[config.mk]
export PLATFORM = sky130hd
export DESIGN_NAME = cassette_writer
export DESIGN_NICKNAME = d
export VERILOG_FILES = /design/src/rtl/cassette_writer_pkg.sv /design/src/rtl/cassette_writer_meas.sv /design/src/rtl/cassette_writer.sv
export SDC_FILE = /design/constraint.sdc
export NUM_CORES = 1
export LEC_CHECK = 0
export CORE_MARGIN = 2
export CORE_UTILIZATION = 50
export DETAILED_ROUTE_END_ITERATION = 16
export GPL_ROUTABILITY_DRIVEN = 0
export PLACE_DENSITY = 0.85
export SLEW_MARGIN = 20
export SYNTH_ARGS = -nofsm -noshare
export SYNTH_HDL_FRONTEND = slang
export SYNTH_SLANG_ARGS = --single-unit
[constraint.sdc]
create_clock -name clk_i -period 1.9 [get_ports clk_i]
set_clock_uncertainty 0.05 [all_clocks]
set_input_delay 0.285 -clock clk_i [delete_from_list [all_inputs] [get_ports clk_i]]
set_output_delay 0.285 -clock clk_i [all_outputs]
set_load 0.01 [all_outputs]
[src/rtl/cassette_writer_pkg.sv]
// cas_writer_pkg: shared types and constants for the cassette record path.
// Optional build macro: CAS_WRITER_HEADER_EN (see cassette_writer.sv).
package cas_writer_pkg;

    typedef enum logic [1:0] {
        IDLE = 2'd0,
        SYNC = 2'd1,
        DATA = 2'd2
    } wr_state_t;

    typedef enum logic [1:0] {
        NONE  = 2'd0,
        SHORT = 2'd1,
        LONG  = 2'd2,
        GAP   = 2'd3
    } half_class_t;

    localparam int DEF_ADDR_W     = 18;
    localparam int DEF_GLITCH_MIN = 2000;
    localparam int DEF_SHORT_MAX  = 6667;
    localparam int DEF_GAP_MIN    = 13333;
    localparam int DEF_LEADER_MIN = 64;

    localparam int MARKER_LEN = 8;

    // CAS block marker written ahead of each data block.
    localparam logic [7:0] CAS_MARKER [MARKER_LEN] = '{
        8'h1F, 8'hA6, 8'hDE, 8'hBA, 8'hCC, 8'h13, 8'h7D, 8'h74
    };

    function automatic logic [7:0] marker_byte(input logic [2:0] idx);
        return CAS_MARKER[idx];
    endfunction

endpackage

[src/rtl/cassette_writer_meas.sv]
// cas_halfperiod_meas: synchronises the tap level, times each half-period
// in ce_i ticks and classifies it as SHORT, LONG or GAP one clock after the edge.
module cas_halfperiod_meas
    import cas_writer_pkg::*;
#(
    parameter int GLITCH_MIN = DEF_GLITCH_MIN,
    parameter int SHORT_MAX  = DEF_SHORT_MAX,
    parameter int GAP_MIN    = DEF_GAP_MIN
) (
    input  logic        clk_i,
    input  logic        reset_n_i,
    input  logic        ce_i,
    input  logic        tap_i,
    output half_class_t half_o
);

    localparam int CNT_W = $clog2(GAP_MIN + 1);
    localparam logic [CNT_W-1:0] GLITCH_C = CNT_W'(GLITCH_MIN);
    localparam logic [CNT_W-1:0] SHORT_C  = CNT_W'(SHORT_MAX);
    localparam logic [CNT_W-1:0] GAP_C    = CNT_W'(GAP_MIN);

    logic             sync1_r;
    logic             sync2_r;
    logic             level_r;
    logic [CNT_W-1:0] cnt_r;
    logic [CNT_W-1:0] cnt_next_s;
    half_class_t      half_r;
    half_class_t      half_next_s;
    logic             edge_s;

    assign edge_s = sync2_r ^ level_r;
    assign half_o = half_r;

    // Two-flop synchroniser for the asynchronous tap plus last-level register.
    always_ff @(posedge clk_i) begin
        if (!reset_n_i) begin
            sync1_r <= 1'b0;
            sync2_r <= 1'b0;
            level_r <= 1'b0;
        end else begin
            sync1_r <= tap_i;
            sync2_r <= sync1_r;
            level_r <= sync2_r;
        end
    end

    // Classify an accepted edge, ignore glitches, saturate and flag GAP once.
    always_comb begin
        cnt_next_s  = cnt_r;
        half_next_s = NONE;
        if (edge_s && (cnt_r >= GLITCH_C)) begin
            cnt_next_s = '0;
            if (cnt_r <= SHORT_C) begin
                half_next_s = SHORT;
            end else begin
                half_next_s = LONG;
            end
        end else if (ce_i && (cnt_r < GAP_C)) begin
            cnt_next_s = cnt_r + CNT_W'(1);
            if (cnt_r == (GAP_C - CNT_W'(1))) begin
                half_next_s = GAP;
            end else begin
                half_next_s = NONE;
            end
        end else begin
            cnt_next_s  = cnt_r;
            half_next_s = NONE;
        end
    end

    // Half-period counter and registered classification.
    always_ff @(posedge clk_i) begin
        if (!reset_n_i) begin
            cnt_r  <= '0;
            half_r <= NONE;
        end else begin
            cnt_r  <= cnt_next_s;
            half_r <= half_next_s;
        end
    end

endmodule

[src/rtl/cassette_writer.sv]
// cassette_writer: decodes the console cassette-out FSK into bytes and writes
// them sequentially into the CAS capture RAM through a req/ack port.
// Build macro CAS_WRITER_HEADER_EN: when defined, the 8-byte CAS block marker
// is written ahead of the decoded bytes on every SYNC to DATA transition.
module cassette_writer
    import cas_writer_pkg::*;
#(
    parameter int ADDR_W     = DEF_ADDR_W,
    parameter int GLITCH_MIN = DEF_GLITCH_MIN,
    parameter int SHORT_MAX  = DEF_SHORT_MAX,
    parameter int GAP_MIN    = DEF_GAP_MIN,
    parameter int LEADER_MIN = DEF_LEADER_MIN
) (
    input  logic              clk_i,
    input  logic              reset_n_i,
    input  logic              ce_i,
    input  logic              tap_i,
    input  logic              motor_i,
    input  logic              rewind_i,
    output logic [ADDR_W-1:0] ram_addr_o,
    output logic [7:0]        ram_data_o,
    output logic              ram_wr_o,
    input  logic              ram_ack_i,
    output logic [ADDR_W-1:0] byte_count_o,
    output logic [2:0]        status_o,
    output logic              active_o
);

    localparam int RUN_W = $clog2(LEADER_MIN + 1);
    localparam logic [RUN_W-1:0]  LEADER_C   = RUN_W'(LEADER_MIN);
    localparam logic [ADDR_W-1:0] LAST_C     = {{(ADDR_W-1){1'b1}}, 1'b0};
    localparam logic [3:0]        HDR_DONE_C = 4'd8;

    half_class_t       half_s;
    wr_state_t         state_r;
    wr_state_t         state_next_s;
    logic              active_r;
    logic              active_next_s;

    logic [RUN_W-1:0]  run_r;
    logic              pend_long_r;

    logic [1:0]        nshort_r;
    logic [1:0]        nshort_next_s;
    logic              nlong_r;
    logic              nlong_next_s;
    logic              bit_done_s;
    logic              bit_val_s;
    logic              mix_err_s;
    logic              gap_mid_s;

    logic [3:0]        bit_cnt_r;
    logic [3:0]        bit_cnt_next_s;
    logic [7:0]        shift_r;
    logic [7:0]        shift_next_s;
    logic              byte_done_s;
    logic              stop_err_s;
    logic              ferr_set_s;

    logic              wr_pend_r;
    logic [7:0]        wr_data_r;
    logic [ADDR_W-1:0] byte_count_r;
    logic              full_r;
    logic              ovf_r;
    logic              ferr_r;
    logic [3:0]        hdr_idx_r;
    logic              hdr_busy_s;
    logic              hdr_start_s;

    cas_halfperiod_meas #(
        .GLITCH_MIN (GLITCH_MIN),
        .SHORT_MAX  (SHORT_MAX),
        .GAP_MIN    (GAP_MIN)
    ) u_meas (
        .clk_i     (clk_i),
        .reset_n_i (reset_n_i),
        .ce_i      (ce_i),
        .tap_i     (tap_i),
        .half_o    (half_s)
    );

    assign ram_addr_o   = byte_count_r;
    assign ram_data_o   = wr_data_r;
    assign ram_wr_o     = wr_pend_r;
    assign byte_count_o = byte_count_r;
    assign status_o     = {full_r, ovf_r, ferr_r};
    assign active_o     = active_r;
    assign hdr_busy_s   = (hdr_idx_r != HDR_DONE_C);
    assign ferr_set_s   = (state_r == DATA) && (mix_err_s || stop_err_s || gap_mid_s);

`ifdef CAS_WRITER_HEADER_EN
    assign hdr_start_s = (state_r == SYNC) && (state_next_s == DATA);
`else
    assign hdr_start_s = 1'b0;
`endif

    // Assemble classified halves into bits: four SHORT make a 1, two LONG a 0.
    always_comb begin
        nshort_next_s = nshort_r;
        nlong_next_s  = nlong_r;
        bit_done_s    = 1'b0;
        bit_val_s     = 1'b0;
        mix_err_s     = 1'b0;
        gap_mid_s     = 1'b0;
        case (half_s)
            SHORT: begin
                if (nlong_r) begin
                    mix_err_s     = 1'b1;
                    nshort_next_s = 2'd0;
                    nlong_next_s  = 1'b0;
                end else if (nshort_r == 2'd3) begin
                    bit_done_s    = 1'b1;
                    bit_val_s     = 1'b1;
                    nshort_next_s = 2'd0;
                end else begin
                    nshort_next_s = nshort_r + 2'd1;
                end
            end
            LONG: begin
                if (nshort_r != 2'd0) begin
                    mix_err_s     = 1'b1;
                    nshort_next_s = 2'd0;
                    nlong_next_s  = 1'b0;
                end else if (nlong_r) begin
                    bit_done_s   = 1'b1;
                    bit_val_s    = 1'b0;
                    nlong_next_s = 1'b0;
                end else begin
                    nlong_next_s = 1'b1;
                end
            end
            GAP: begin
                gap_mid_s     = nlong_r || (nshort_r != 2'd0);
                nshort_next_s = 2'd0;
                nlong_next_s  = 1'b0;
            end
            default: begin
                nshort_next_s = nshort_r;
                nlong_next_s  = nlong_r;
            end
        endcase
    end

    // Byte framing: 8 data bits LSB-first, stop bit, then idle marks or next start.
    always_comb begin
        bit_cnt_next_s = bit_cnt_r;
        shift_next_s   = shift_r;
        byte_done_s    = 1'b0;
        stop_err_s     = 1'b0;
        if ((state_r == DATA) && bit_done_s) begin
            if (bit_cnt_r < 4'd8) begin
                shift_next_s   = {bit_val_s, shift_r[7:1]};
                bit_cnt_next_s = bit_cnt_r + 4'd1;
            end else if (bit_cnt_r == 4'd8) begin
                bit_cnt_next_s = 4'd9;
                if (bit_val_s) begin
                    byte_done_s = 1'b1;
                end else begin
                    stop_err_s = 1'b1;
                end
            end else begin
                if (bit_val_s) begin
                    bit_cnt_next_s = 4'd9;
                end else begin
                    bit_cnt_next_s = 4'd0;
                end
            end
        end else begin
            bit_cnt_next_s = bit_cnt_r;
            shift_next_s   = shift_r;
        end
    end

    // Next state: rewind and motor-off dominate, then leader/start/data flow.
    always_comb begin
        state_next_s = state_r;
        if (rewind_i || !motor_i) begin
            state_next_s = IDLE;
        end else begin
            case (state_r)
                IDLE: state_next_s = SYNC;
                SYNC: begin
                    if ((half_s == LONG) && pend_long_r) begin
                        state_next_s = DATA;
                    end else begin
                        state_next_s = SYNC;
                    end
                end
                DATA: begin
                    if (mix_err_s || stop_err_s || (half_s == GAP)) begin
                        state_next_s = SYNC;
                    end else begin
                        state_next_s = DATA;
                    end
                end
                default: state_next_s = IDLE;
            endcase
        end
    end

    // Output decode: active flag follows the upcoming state.
    always_comb begin
        active_next_s = (state_next_s == DATA);
    end

    // State and active-flag registers.
    always_ff @(posedge clk_i) begin
        if (!reset_n_i) begin
            state_r  <= IDLE;
            active_r <= 1'b0;
        end else begin
            state_r  <= state_next_s;
            active_r <= active_next_s;
        end
    end

    // Leader hunt: count SHORT halves, then arm on the first LONG of the start bit.
    always_ff @(posedge clk_i) begin
        if (!reset_n_i || (state_r != SYNC)) begin
            run_r       <= '0;
            pend_long_r <= 1'b0;
        end else begin
            case (half_s)
                SHORT: begin
                    pend_long_r <= 1'b0;
                    if (pend_long_r) begin
                        run_r <= RUN_W'(1);
                    end else if (run_r < LEADER_C) begin
                        run_r <= run_r + RUN_W'(1);
                    end
                end
                LONG: begin
                    if (pend_long_r) begin
                        pend_long_r <= 1'b0;
                        run_r       <= '0;
                    end else if (run_r >= LEADER_C) begin
                        pend_long_r <= 1'b1;
                    end else begin
                        run_r <= '0;
                    end
                end
                GAP: begin
                    run_r       <= '0;
                    pend_long_r <= 1'b0;
                end
                default: begin
                    run_r       <= run_r;
                    pend_long_r <= pend_long_r;
                end
            endcase
        end
    end

    // Bit and byte assembly registers, live only while staying in DATA.
    always_ff @(posedge clk_i) begin
        if (!reset_n_i) begin
            nshort_r  <= 2'd0;
            nlong_r   <= 1'b0;
            bit_cnt_r <= 4'd0;
            shift_r   <= 8'h00;
        end else if ((state_r == DATA) && (state_next_s == DATA)) begin
            nshort_r  <= nshort_next_s;
            nlong_r   <= nlong_next_s;
            bit_cnt_r <= bit_cnt_next_s;
            shift_r   <= shift_next_s;
        end else begin
            nshort_r  <= 2'd0;
            nlong_r   <= 1'b0;
            bit_cnt_r <= 4'd0;
            shift_r   <= shift_r;
        end
    end

    // Write port: holding register, address counter, marker sequencer, sticky status.
    always_ff @(posedge clk_i) begin
        if (!reset_n_i) begin
            wr_pend_r    <= 1'b0;
            wr_data_r    <= 8'h00;
            byte_count_r <= '0;
            full_r       <= 1'b0;
            ovf_r        <= 1'b0;
            ferr_r       <= 1'b0;
            hdr_idx_r    <= HDR_DONE_C;
        end else if (rewind_i) begin
            wr_pend_r    <= 1'b0;
            byte_count_r <= '0;
            full_r       <= 1'b0;
            ovf_r        <= 1'b0;
            ferr_r       <= 1'b0;
            hdr_idx_r    <= HDR_DONE_C;
        end else begin
            if (ferr_set_s) begin
                ferr_r <= 1'b1;
            end
            if (wr_pend_r && ram_ack_i) begin
                wr_pend_r    <= 1'b0;
                byte_count_r <= byte_count_r + ADDR_W'(1);
                if (byte_count_r == LAST_C) begin
                    full_r <= 1'b1;
                end
            end
            if (byte_done_s) begin
                if (!full_r) begin
                    if (wr_pend_r || hdr_busy_s) begin
                        ovf_r <= 1'b1;
                    end else begin
                        wr_data_r <= shift_r;
                        wr_pend_r <= 1'b1;
                    end
                end
            end else if (hdr_start_s) begin
                hdr_idx_r <= 4'd0;
            end else if (hdr_busy_s) begin
                if (full_r) begin
                    hdr_idx_r <= HDR_DONE_C;
                end else if (!wr_pend_r) begin
                    wr_data_r <= marker_byte(hdr_idx_r[2:0]);
                    wr_pend_r <= 1'b1;
                    hdr_idx_r <= hdr_idx_r + 4'd1;
                end
            end
        end
    end

endmodule
==> qor.csv <==
metric,value,unit
clk_pin_slew,80,ps
gr-usage-met3,4.070,%
rows,33,
ios,56,
violations,setup timing,
cts-root-buf,clkbuf_8,
initial_core_util,51.02,%
worstPathRequired,2110,ps
avgRoutedWirePerCell,15.47,µm
finalInstanceArea,0.005409,mm²
cts_sinks,79,
mostFrequentLayoutCells,"77 x dfxtp_1, 55 x clkdlybuf4s50_1, 53 x nor2_1",
rsz0062_at_grt,true,
h-tree-depth,3,
grt.met1_usage,25.57,%
relSlewSlack,72.88,%
synth_edf_count,0,
synthArstFlopShare,0,%
total_power,3.202,mW
area_growth,31.00,%
drc_errors,0,
ys_seq_area_share,38.30,%
grt_overflow,0,
yosys-top-cells-area,"dfxtp_1 38%, ha_1 6.4%, nor2_1 5.2%, buf_4 3.8%, nand2_1 3.5%",
synth_seq_cells,79,
cap_viol_max_count,0,
busiest_layer,met2,
syn_inst,485,
cts_hold_buf,0,
path_max_fanout,8,
worst_slack,-4.190,ps
fmax,0.5252,GHz
critPathArrivalTime,2120,ps
min_period_over_period,100.2,%
status,"finished, violations left",
slew_violations,0,
grt_pass1_vias,3658,
synth_area,0.004129,mm²
r2r_setup_slack,-4,ps
antenna_cells,0,
grt_first_pass_wirelength,16.04,mm
min_to,u_meas.sync2_r,
die_h,94.88,µm
hold_depth,1,
synth_nets,513,
final_common_cell,dfxtp_1,
rr_startpoint,u_meas.half_o[1],
dpl.hpwl,7.068,mm
grt_usage,22.43,%
via_per_inst,5.656,
drive_gt1_share,20.11,%
vias,3801,
synth_top_cell_by_area,dfxtp_1,
yosys_warnings,0,
nNetsFinal,590,
cts_tree,yes,
tightest_slew,404.1,ps
die_w,94.88,µm
r2r_end,ram_data_o[2],
dp_slack,-167.8,ps
die_area,0.009001,mm²
clockBufferDepth,2,
syn_avg_cell_area,8.513,µm²
met2_usage,40.54,%
clkLatencyLatePin,360,ps
startpoint_type,flip-flop,
endpoint_kind,flip-flop,
worst_r2r_path_depth,7,
synth.distinct_cells,58,
drt_first_pass_iters,7,
wl,10.40,mm
placement.io_buffers,55,
cts_made_buffers,9,
synth_flop_cell,dfxtp_1,
ant_nets,0,
path_class,flip-flop to flip-flop,
powerDensity,591.9,mW/mm²
p_leak,1.932,nW
core,0.008093,mm²
min_path_type,flip-flop to flip-flop,
hp-start,u_meas.sync1_r,
n_fill_cell,637,
finalSetupViolations,4,
antenna_found_initial,0,
grt_max_degree,17,
post-route-util,66.84,%
final-hold-violation-count,0,
yosysTopAreaCellShare,38.30,%
drtIter0Drc,195,
min_period,1904,ps
placed_area,0.004872,mm²
ir_drop,0.4297,mV
Yosys cell counts, drive strengths merged, types with 12 or more instances:
cell and count:
a21oi 24, nand3 14, dfxtp 79, mux2i 13, nor3 21, nand2 38, xnor2 16, clkbuf 12
buf 24, ha 21, o21ai 17, nor2 57, inv 25
power breakdown:
group | switching, mW | internal [mW] | total [mW]
logic | 0.0582 | 0.0492 | 0.107
registers | 0.0112 | 1.66 | 1.68
clock network | 0.637 | 0.782 | 1.42
total | 0.707 | 2.50 | 3.20
logic make-up (layout without fill, tap and decap cells):
group	after synthesis	count (layout)	share of synthesized area (%)
AO/OA/AOI/OAI	86	87	14.33
XOR/XNOR	25	25	5.303
adder cells (fa/ha/maj)	21	21	6.364
buffers and inverters	62	142	7.606
flip-flops	79	79	38.30
multiplexers	14	14	3.424
AND/OR/NAND/NOR	198	199	24.67
how the worst max path moves through the flow:
| stage | end | slack [ps] | start | cells past startpoint |
|---|---|---|---|---|
| after floorplan | ram_data_o[3] | 10 | hdr_idx_r[0] | 8 |
| after global placement | shift_r[0] | -70 | rewind_i | 7 |
| after detailed placement | shift_r[3] | -170 | u_meas.half_o[0] | 8 |
| after CTS | ram_data_o[3] | 5 | u_meas.half_o[0] | 7 |
| after global routing | shift_r[3] | -90 | u_meas.half_o[1] | 9 |
| final | ram_data_o[2] | -4 | u_meas.half_o[1] | 7 |
per-layer routing:
| metal | vias up | wire length [µm] |
|---|---|---|
| met5 | - | 0 |
| met4 | 0 | 314 |
| met2 | 120 | 5361 |
| met3 | 31 | 425 |
| met1 | 1826 | 4294 |
| li1 | 1824 | - |
repair_timing:
action / 4_1_cts / 5_1_grt
setup endpoints to repair: 17 / 31
gates resized for setup: 17 / 32
pin swaps: 6 / 19
gates cloned: 1 / 1
setup buffers: 3 / 7
layout make-up:
cell class                 count  area, µm²  share of cell area, %
multi-input combinational    346       2454                  45.36
sequential                    79       1584                  29.29
timing repair buffer         100      908.4                  16.79
clock buffer                  10      137.6                  2.545
tap                          105      131.4                  2.429
inverter                      26      100.1                  1.851
clock inverter                 6      93.84                  1.735
state kept, by name, summed over array words and instances (netlist names), 2 cells and up:
name           count
hdr_idx_r          4
nshort_r           2
byte_count_o      18
state_r            2
shift_r            8
u_meas.half_o      2
bit_cnt_r          4
ram_data_o         8
run_r              7
u_meas.cnt_r      14
worst max-delay path, cell delays in order (launching register included):
cell	delay, ps
dfxtp_2	360
inv_4	50
ha_4	270
and3b_2	250
a31oi_4	110
and4bb_4	430
nor2_1	70
a311oi_1	210
stage by stage:
stage	setup TNS (ps)	std cells	hold WS [ps]
final	-9.887	672	397.6
after global routing	-1059	672	421.3
after CTS	0	664	406.4
after detailed placement	-2525	644	375.2
after global placement	-650.8	644	365.0
after floorplan	0	485	361.9
No activity file was read; power rests on OpenSTA's default activity.
